`src/rtl/bp_me_stream_to_lite_buffered.sv`:
```
`default_nettype none
// ============================================================================
// Module   : bp_me_stream_to_lite_buffered
// Purpose  : Assembles a BP stream (header + N beats) into whole lite messages
//            and queues them in a small in-order message buffer.
//            Header layout (LSB first): msg_type[3:0], addr[PADDR_WIDTH-1:0],
//            size[2:0], payload[PAYLOAD_WIDTH-1:0].
// Revision : 1.0
// ============================================================================
module bp_me_stream_to_lite_buffered #(
    parameter int IN_DATA_WIDTH  = 64,
    parameter int OUT_DATA_WIDTH = 512,
    parameter int MASTER         = 0,
    parameter int BUFFER_ELS     = 2,
    parameter int PADDR_WIDTH    = 40,
    parameter int PAYLOAD_WIDTH  = 16,
    localparam int HDR_WIDTH     = 4 + PADDR_WIDTH + 3 + PAYLOAD_WIDTH,
    localparam int MSG_WIDTH     = HDR_WIDTH + OUT_DATA_WIDTH
) (
    input  logic                      clk_i,
    input  logic                      reset_i,
    input  logic [HDR_WIDTH-1:0]      mem_header_i,
    input  logic [IN_DATA_WIDTH-1:0]  mem_data_i,
    input  logic                      mem_v_i,
    output logic                      mem_ready_o,
    input  logic                      mem_lock_i,
    output logic [MSG_WIDTH-1:0]      mem_o,
    output logic                      mem_v_o,
    input  logic                      mem_yumi_i
);

    localparam int c_IN_BYTES    = IN_DATA_WIDTH / 8;
    localparam int c_WORDS       = OUT_DATA_WIDTH / IN_DATA_WIDTH;
    localparam int c_LG_IN_BYTES = $clog2(c_IN_BYTES);
    localparam int c_LG_WORDS    = $clog2(c_WORDS);
    localparam int c_IDX_W       = (c_LG_WORDS > 0) ? c_LG_WORDS : 1;
    localparam int c_PTR_W       = (BUFFER_ELS > 1) ? $clog2(BUFFER_ELS) : 1;
    localparam int c_CNT_W       = $clog2(BUFFER_ELS + 1);
    localparam int c_SIZE_LSB    = 4 + PADDR_WIDTH;

    localparam logic [3:0] c_MSG_WR    = 4'd1;
    localparam logic [3:0] c_MSG_UC_WR = 4'd3;

    localparam logic [0:0] c_E_READY   = 1'b0;
    localparam logic [0:0] c_E_COLLECT = 1'b1;

    // Assembly side
    logic [0:0]               r_state;
    logic [c_IDX_W-1:0]       r_cnt;
    logic [c_IDX_W-1:0]       r_last;
    logic [HDR_WIDTH-1:0]     r_hdr;
    logic [IN_DATA_WIDTH-1:0] r_words [c_WORDS];

    // Message buffer
    logic [HDR_WIDTH-1:0]      r_fifo_hdr  [BUFFER_ELS];
    logic [OUT_DATA_WIDTH-1:0] r_fifo_data [BUFFER_ELS];
    logic [c_PTR_W-1:0]        r_wptr;
    logic [c_PTR_W-1:0]        r_rptr;
    logic [c_CNT_W-1:0]        r_count;
    logic                      r_ready;

    logic [3:0]                w_type;
    logic [2:0]                w_size;
    logic                      w_is_wr;
    logic                      w_data_bearing;
    logic [2:0]                w_lg_beats;
    logic                      w_clamp;
    logic [c_IDX_W-1:0]        w_first_last;
    logic [c_IDX_W-1:0]        w_slot;
    logic [c_IDX_W-1:0]        w_last;
    logic [IN_DATA_WIDTH-1:0]  w_asm [c_WORDS];
    logic [OUT_DATA_WIDTH-1:0] w_enq_data;
    logic [HDR_WIDTH-1:0]      w_enq_hdr;
    logic                      w_accept;
    logic                      w_enq;
    logic                      w_deq;
    logic                      w_v;
    logic [c_CNT_W-1:0]        w_count_next;
    logic                      w_unused;

    assign w_unused = mem_lock_i;

    // Beat count of the incoming message, as log2 so it is always a power of two
    always_comb begin
        w_type         = mem_header_i[3:0];
        w_size         = mem_header_i[c_SIZE_LSB +: 3];
        w_is_wr        = (w_type == c_MSG_WR) || (w_type == c_MSG_UC_WR);
        w_data_bearing = w_is_wr ^ (MASTER != 0);
        w_lg_beats     = 3'd0;
        w_clamp        = 1'b0;
        if (w_data_bearing && (int'(w_size) > c_LG_IN_BYTES)) begin
            if (int'(w_size) - c_LG_IN_BYTES > c_LG_WORDS) begin
                w_lg_beats = 3'(c_LG_WORDS);
                w_clamp    = 1'b1;
            end else begin
                w_lg_beats = 3'(int'(w_size) - c_LG_IN_BYTES);
            end
        end
        w_first_last = ~({c_IDX_W{1'b1}} << w_lg_beats);
    end

    // Merge the in-flight beat so the final beat can be enqueued the cycle it arrives;
    // replicating word (i mod beats) fills short messages across the full width.
    always_comb begin
        w_slot     = (r_state == c_E_READY) ? '0 : r_cnt;
        w_last     = (r_state == c_E_READY) ? w_first_last : r_last;
        w_enq_hdr  = (r_state == c_E_READY) ? mem_header_i : r_hdr;
        w_enq_data = '0;
        for (int i = 0; i < c_WORDS; i++) begin
            w_asm[i] = (w_slot == c_IDX_W'(i)) ? mem_data_i : r_words[i];
        end
        for (int i = 0; i < c_WORDS; i++) begin
            w_enq_data[i*IN_DATA_WIDTH +: IN_DATA_WIDTH] = w_asm[c_IDX_W'(i) & w_last];
        end
    end

    assign w_accept = mem_v_i & r_ready;
    assign w_enq    = w_accept & (w_slot == w_last);
    assign w_v      = (r_count != '0);
    assign w_deq    = mem_yumi_i & w_v;

    always_ff @(posedge clk_i) begin
        if (reset_i) begin
            r_state <= c_E_READY;
            r_cnt   <= '0;
            r_last  <= '0;
            r_hdr   <= '0;
        end else if (w_accept) begin
            if (r_state == c_E_READY) begin
                r_hdr  <= mem_header_i;
                r_last <= w_first_last;
            end
            if (w_enq) begin
                r_state <= c_E_READY;
                r_cnt   <= '0;
            end else begin
                r_state <= c_E_COLLECT;
                r_cnt   <= w_slot + c_IDX_W'(1);
            end
        end
    end

    always_ff @(posedge clk_i) begin
        if (w_accept) begin
            r_words[w_slot] <= mem_data_i;
        end
    end

    always_comb begin
        w_count_next = r_count;
        if (w_enq && !w_deq) begin
            w_count_next = r_count + c_CNT_W'(1);
        end else if (!w_enq && w_deq) begin
            w_count_next = r_count - c_CNT_W'(1);
        end
    end

    // Ready is purely registered: it looks ahead at next cycle's occupancy
    always_ff @(posedge clk_i) begin
        if (reset_i) begin
            r_wptr  <= '0;
            r_rptr  <= '0;
            r_count <= '0;
            r_ready <= 1'b0;
        end else begin
            r_count <= w_count_next;
            r_ready <= (w_count_next != c_CNT_W'(BUFFER_ELS));
            if (w_enq) begin
                r_wptr <= (r_wptr == c_PTR_W'(BUFFER_ELS - 1)) ? '0 : r_wptr + c_PTR_W'(1);
            end
            if (w_deq) begin
                r_rptr <= (r_rptr == c_PTR_W'(BUFFER_ELS - 1)) ? '0 : r_rptr + c_PTR_W'(1);
            end
        end
    end

    always_ff @(posedge clk_i) begin
        if (w_enq) begin
            r_fifo_hdr[r_wptr]  <= w_enq_hdr;
            r_fifo_data[r_wptr] <= w_enq_data;
        end
    end

    assign mem_ready_o = r_ready;
    assign mem_v_o     = w_v;
    assign mem_o       = {r_fifo_hdr[r_rptr], r_fifo_data[r_rptr]};

`ifndef SYNTHESIS
    always_ff @(posedge clk_i) begin
        if (!reset_i) begin
            if (mem_yumi_i && !w_v) begin
                $error("bp_me_stream_to_lite_buffered: yumi without valid");
            end
            if (w_accept && (r_state == c_E_READY) && w_clamp) begin
                $error("bp_me_stream_to_lite_buffered: size %0d clamped to out width", w_size);
            end
        end
    end

    if (IN_DATA_WIDTH >= OUT_DATA_WIDTH) begin : g_width_check
        always_ff @(posedge clk_i) begin
            if (!reset_i) begin
                $error("bp_me_stream_to_lite_buffered: in width must be below out width");
            end
        end
    end
`endif

endmodule
`default_nettype wire
```
`config.mk`:
```
export PLATFORM = sky130hd
export DESIGN_NAME = bp_me_stream_to_lite_buffered
export DESIGN_NICKNAME = d
export VERILOG_FILES = /design/src/rtl/bp_me_stream_to_lite_buffered.sv
export SDC_FILE = /design/constraint.sdc
export NUM_CORES = 2
export LEC_CHECK = 0
export ABC_AREA = 1
export BUFFER_PORTS_ARGS = -buffer_cell sky130_fd_sc_hd__buf_2
export CAP_MARGIN = 20
export CORE_MARGIN = 5
export CORE_UTILIZATION = 36
export CTS_BUF_LIST = sky130_fd_sc_hd__clkbuf_8
export DETAILED_ROUTE_END_ITERATION = 8
export SYNTH_ARGS = -nofsm -noshare
export SYNTH_HDL_FRONTEND = slang
export SYNTH_SLANG_ARGS = --single-unit
export TNS_END_PERCENT = 20
```
`constraint.sdc`:
```
create_clock -name clk_i -period 63.9 [get_ports clk_i]
set_input_delay 3.195 -clock clk_i [delete_from_list [all_inputs] [get_ports clk_i]]
set_output_delay 3.195 -clock clk_i [all_outputs]
set_load 0.01 [all_outputs]
```
==> impl_metrics.toml <==
[min_path]
hold_path.class = "flop to flop"
min_from = "r_cnt[0]$_SDFFE_PP0P_"
min_to = "r_cnt[0]$_SDFFE_PP0P_"
min_delay_path_depth = 2

[timing]
finalSetupTns_ns = 0
clock.fmax_mhz = 115
final_max_slew_viol_count = 0
finalCritPeriodShare_pct = 13.7
finalClockSkew_ns = 0.118
max_slew_margin_pct = 26.3
setup_violations = 0
timing.hold.ws_ns = 0.482
finalHoldViolCount = 0
fin_crit_ns = 8.73
rsz0062_at_grt = "no"
tightest_slew_ns = 1.11
layout_setup_ws_ns = 55.17

[final_layout]
stdcell_count = 9528
area_growth_pct = 15.5
nets = 6736
seqCellArea_mm2 = 0.0514
fill_cells = 19100
drive_above_1_share_pct = 27.5
multi_input_area_mm2 = 0.0197

[critical_path]
critPathSlowestCell = "dfxtp_4"
r2r_end = "r_fifo_data[0][456]$_DFFE_PP_"
cp_data_arrival_time_ns = 5.54
cpMostUsedCell = "buf_4"
worst-endpoint-required_ns = 60.71
crit_chain = "buf_4 -> buf_4 -> buf_4 -> buf_12 -> mux2_2 -> buf_2"
r2r_slack_ns = 57.30
path_class = "flop to output pin"
crit_fanout = 131
cp-start-kind = "flop"
reg2reg_depth = 12
r2r_start = "r_state$_SDFFE_PP0P_"
cpPeakStageDelay_ns = 0.85
end_kind = "output pin"

[global_route]
overflow = 0
antenna_found_initial = 52
grtUsageTotal_pct = 20.8
grt_pass1_vias = 48000
grt_pass1_wl_um = 332000
grt_max_degree = 156

[clock_tree]
clockRootBuffer = "clkbuf_8"
cts_made_buffers = 314
cts_tree = "yes"
cts_resized = 0
h-tree-depth = 5
clockBufferDepth = 4
hold_buffers = 0
clock_sinks = 1738
clk_pin_slew_ns = 0.06
post_cts_buffers = 0
clock_latency_ns = 1.08

[floorplan]
core_area_mm2 = 0.205
rows = 166
chipWidth_um = 465
initial_utilization_pct = 36.3
die_height_um = 465
die_area_mm2 = 0.216
ioPinCount = 709

[synthesis]
synth_common_cells = "1662 x edfxtp_1, 953 x nand2_1, 665 x o21ai_0"
synthesis.nets = 6006
avgSynthCellArea_um2 = 12.7
ys.warnings.count = 0
synth_cells = 5864
yosysUniqueCellTypes = 40
yosys.cell_count.top_type = "edfxtp_1"
synth_seq_cells = 1738
dominantRegCellSynth = "edfxtp_1"
synth.cell_area_mm2 = 0.0744
synth_area_leaders = "edfxtp_1 67%, mux2_2 8.7%, nand2_1 4.8%, o21ai_0 4.5%, a21oi_1 2.8%"
yosys.area.top_type = "edfxtp_1"
synthArstFlopShare_pct = 0
ys_seq_area_share_pct = 69.2
yosys.area.top_type_share_pct = 67.1
synth-edff-count = 1662

[pwr]
seq_power_share_pct = 43.9
power.switching_mw = 1.13
power.leakage_nw = 31.9
total_power_mw = 3.39
p_sw_share_pct = 33.3
combPwrFrac_pct = 28.1
internal-power_mw = 2.26
powerDensity_mw_per_mm2 = 39.5
p_clk_share_pct = 28.1
ir_drop_v = 0.0000306

[detailed_routing]
wl_met3_um = 23300
wl_um = 234000
routedWlPerCell_um = 24.5
viasPerCell = 5.22
drt-initial-drc-count = 4752
drc = 0
wl_met1_um = 102000
vias = 49700
dr_wl_met2_um = 102000
drtAntennaViolNets = 0
firstDrtPassIters = 6
routed.top_layer = "met5"

[place]
gp_congestion = 0.814
dp_cells = 8965
dp_worst_setup_slack_ns = 54.62
port-buffer-count = 707
dp_hpwl_um = 146000

[outcome]
status = "complete, no violations"

[run]
maxCapViolCount = 0
layer usage:
metal,up-vias,global-route usage [%]
li1,22500,-
met1,24500,28.8
met2,2257,31.2
met3,452,6.68
met4,26,6.66
met5,-,0
sequential cells by signal (all words and copies together) (netlist names), named ones only:
name,flops
r_fifo_hdr,126
r_hdr,63
r_state,1
r_rptr,1
r_words,512
r_last,3
r_count,2
r_cnt,3
r_fifo_data,1024
mem_ready_o,1
r_wptr,1
power groups by stage:
stage / Sequential [mW] / Clock, mW / Combinational, mW
final: 1.49 / 0.952 / 0.952
after global routing: 1.50 / 1.03 / 1.03
after CTS: 1.49 / 0.976 / 0.960
after detailed placement: 1.51 / 0 / 0.955
after global placement: 1.51 / 0 / 0.946
after floorplan: 1.60 / 0 / 0.564
cells by family (layout without fill, tap and decap cells):
logic type | count (synthesis) | count (layout) | synth area share, %
other | 0 | 26 | 0
adders and majority gates | 10 | 10 | 0.168
AOI/OAI and AO/OA | 1454 | 1454 | 10.5
buffers and inverters | 790 | 1740 | 4.54
muxes | 575 | 575 | 8.71
DFF | 1738 | 1738 | 69.2
xor gates and xnor gates | 1 | 1 | 0.0118
and+or+nand+nor | 1296 | 1296 | 6.89
stage by stage:
stage                     utilization [%]  instance area, um2
final                                41.9               85900
after global placement               39.2               80300
after CTS                            41.9               85800
after detailed placement             39.2               80300
after floorplan                         -               74400
after global routing                 41.9               85900
layout make-up:
cell class                 count  area share, %
timing repair buffer         787           4.88
clock inverter               213           1.28
sequential                  1738           59.9
tap                         2688           3.91
clock buffer                 323           5.17
multi-input combinational   3336           22.9
antenna                       26         0.0757
inverter                     417           1.87
critical path, delay by kind of cell, from the launching register on:
family	cells	cell delay, ns
buf+inv	5	2.72
flops	1	0.85
mux	1	0.47
how the worst max path moves through the flow:
stage	to	startpoint	depth (start not counted)
global placement	r_fifo_data[0][198]$_DFFE_PP_	mem_header_i[44]	16
floorplan	r_fifo_data[0][0]$_DFFE_PP_	mem_header_i[44]	11
CTS	mem_o[290]	flop	6
global route	mem_o[485]	flop	6
finish	mem_o[5]	flop	6
detailed placement	r_fifo_data[0][198]$_DFFE_PP_	mem_header_i[44]	16
cells in the final DEF, fill, tap and decap left out, drive strengths merged:
cell      Yosys  routed
buf         179     786
o22ai        26      26
o21a         19      19
or2          65      65
edfxtp     1662    1662
nand2       959     959
o21ai       854     854
bufinv        0       8
clkinvlp      0       9
clkinv        0     105
a21oi       422     422
clkbuf      194     324
a31oi         5       5
nand3        15      15
nand4         2       2
o211ai      110     110
o211a         1       1
o221ai        1       1
dfxtp        76      76
inv         417     508
diode         0      26
ha           10      10
nand3b        2       2
nor2        253     253
o21bai       16      16
xor2          1       1
mux2        575     575
(Power assumes the default switching activity.)
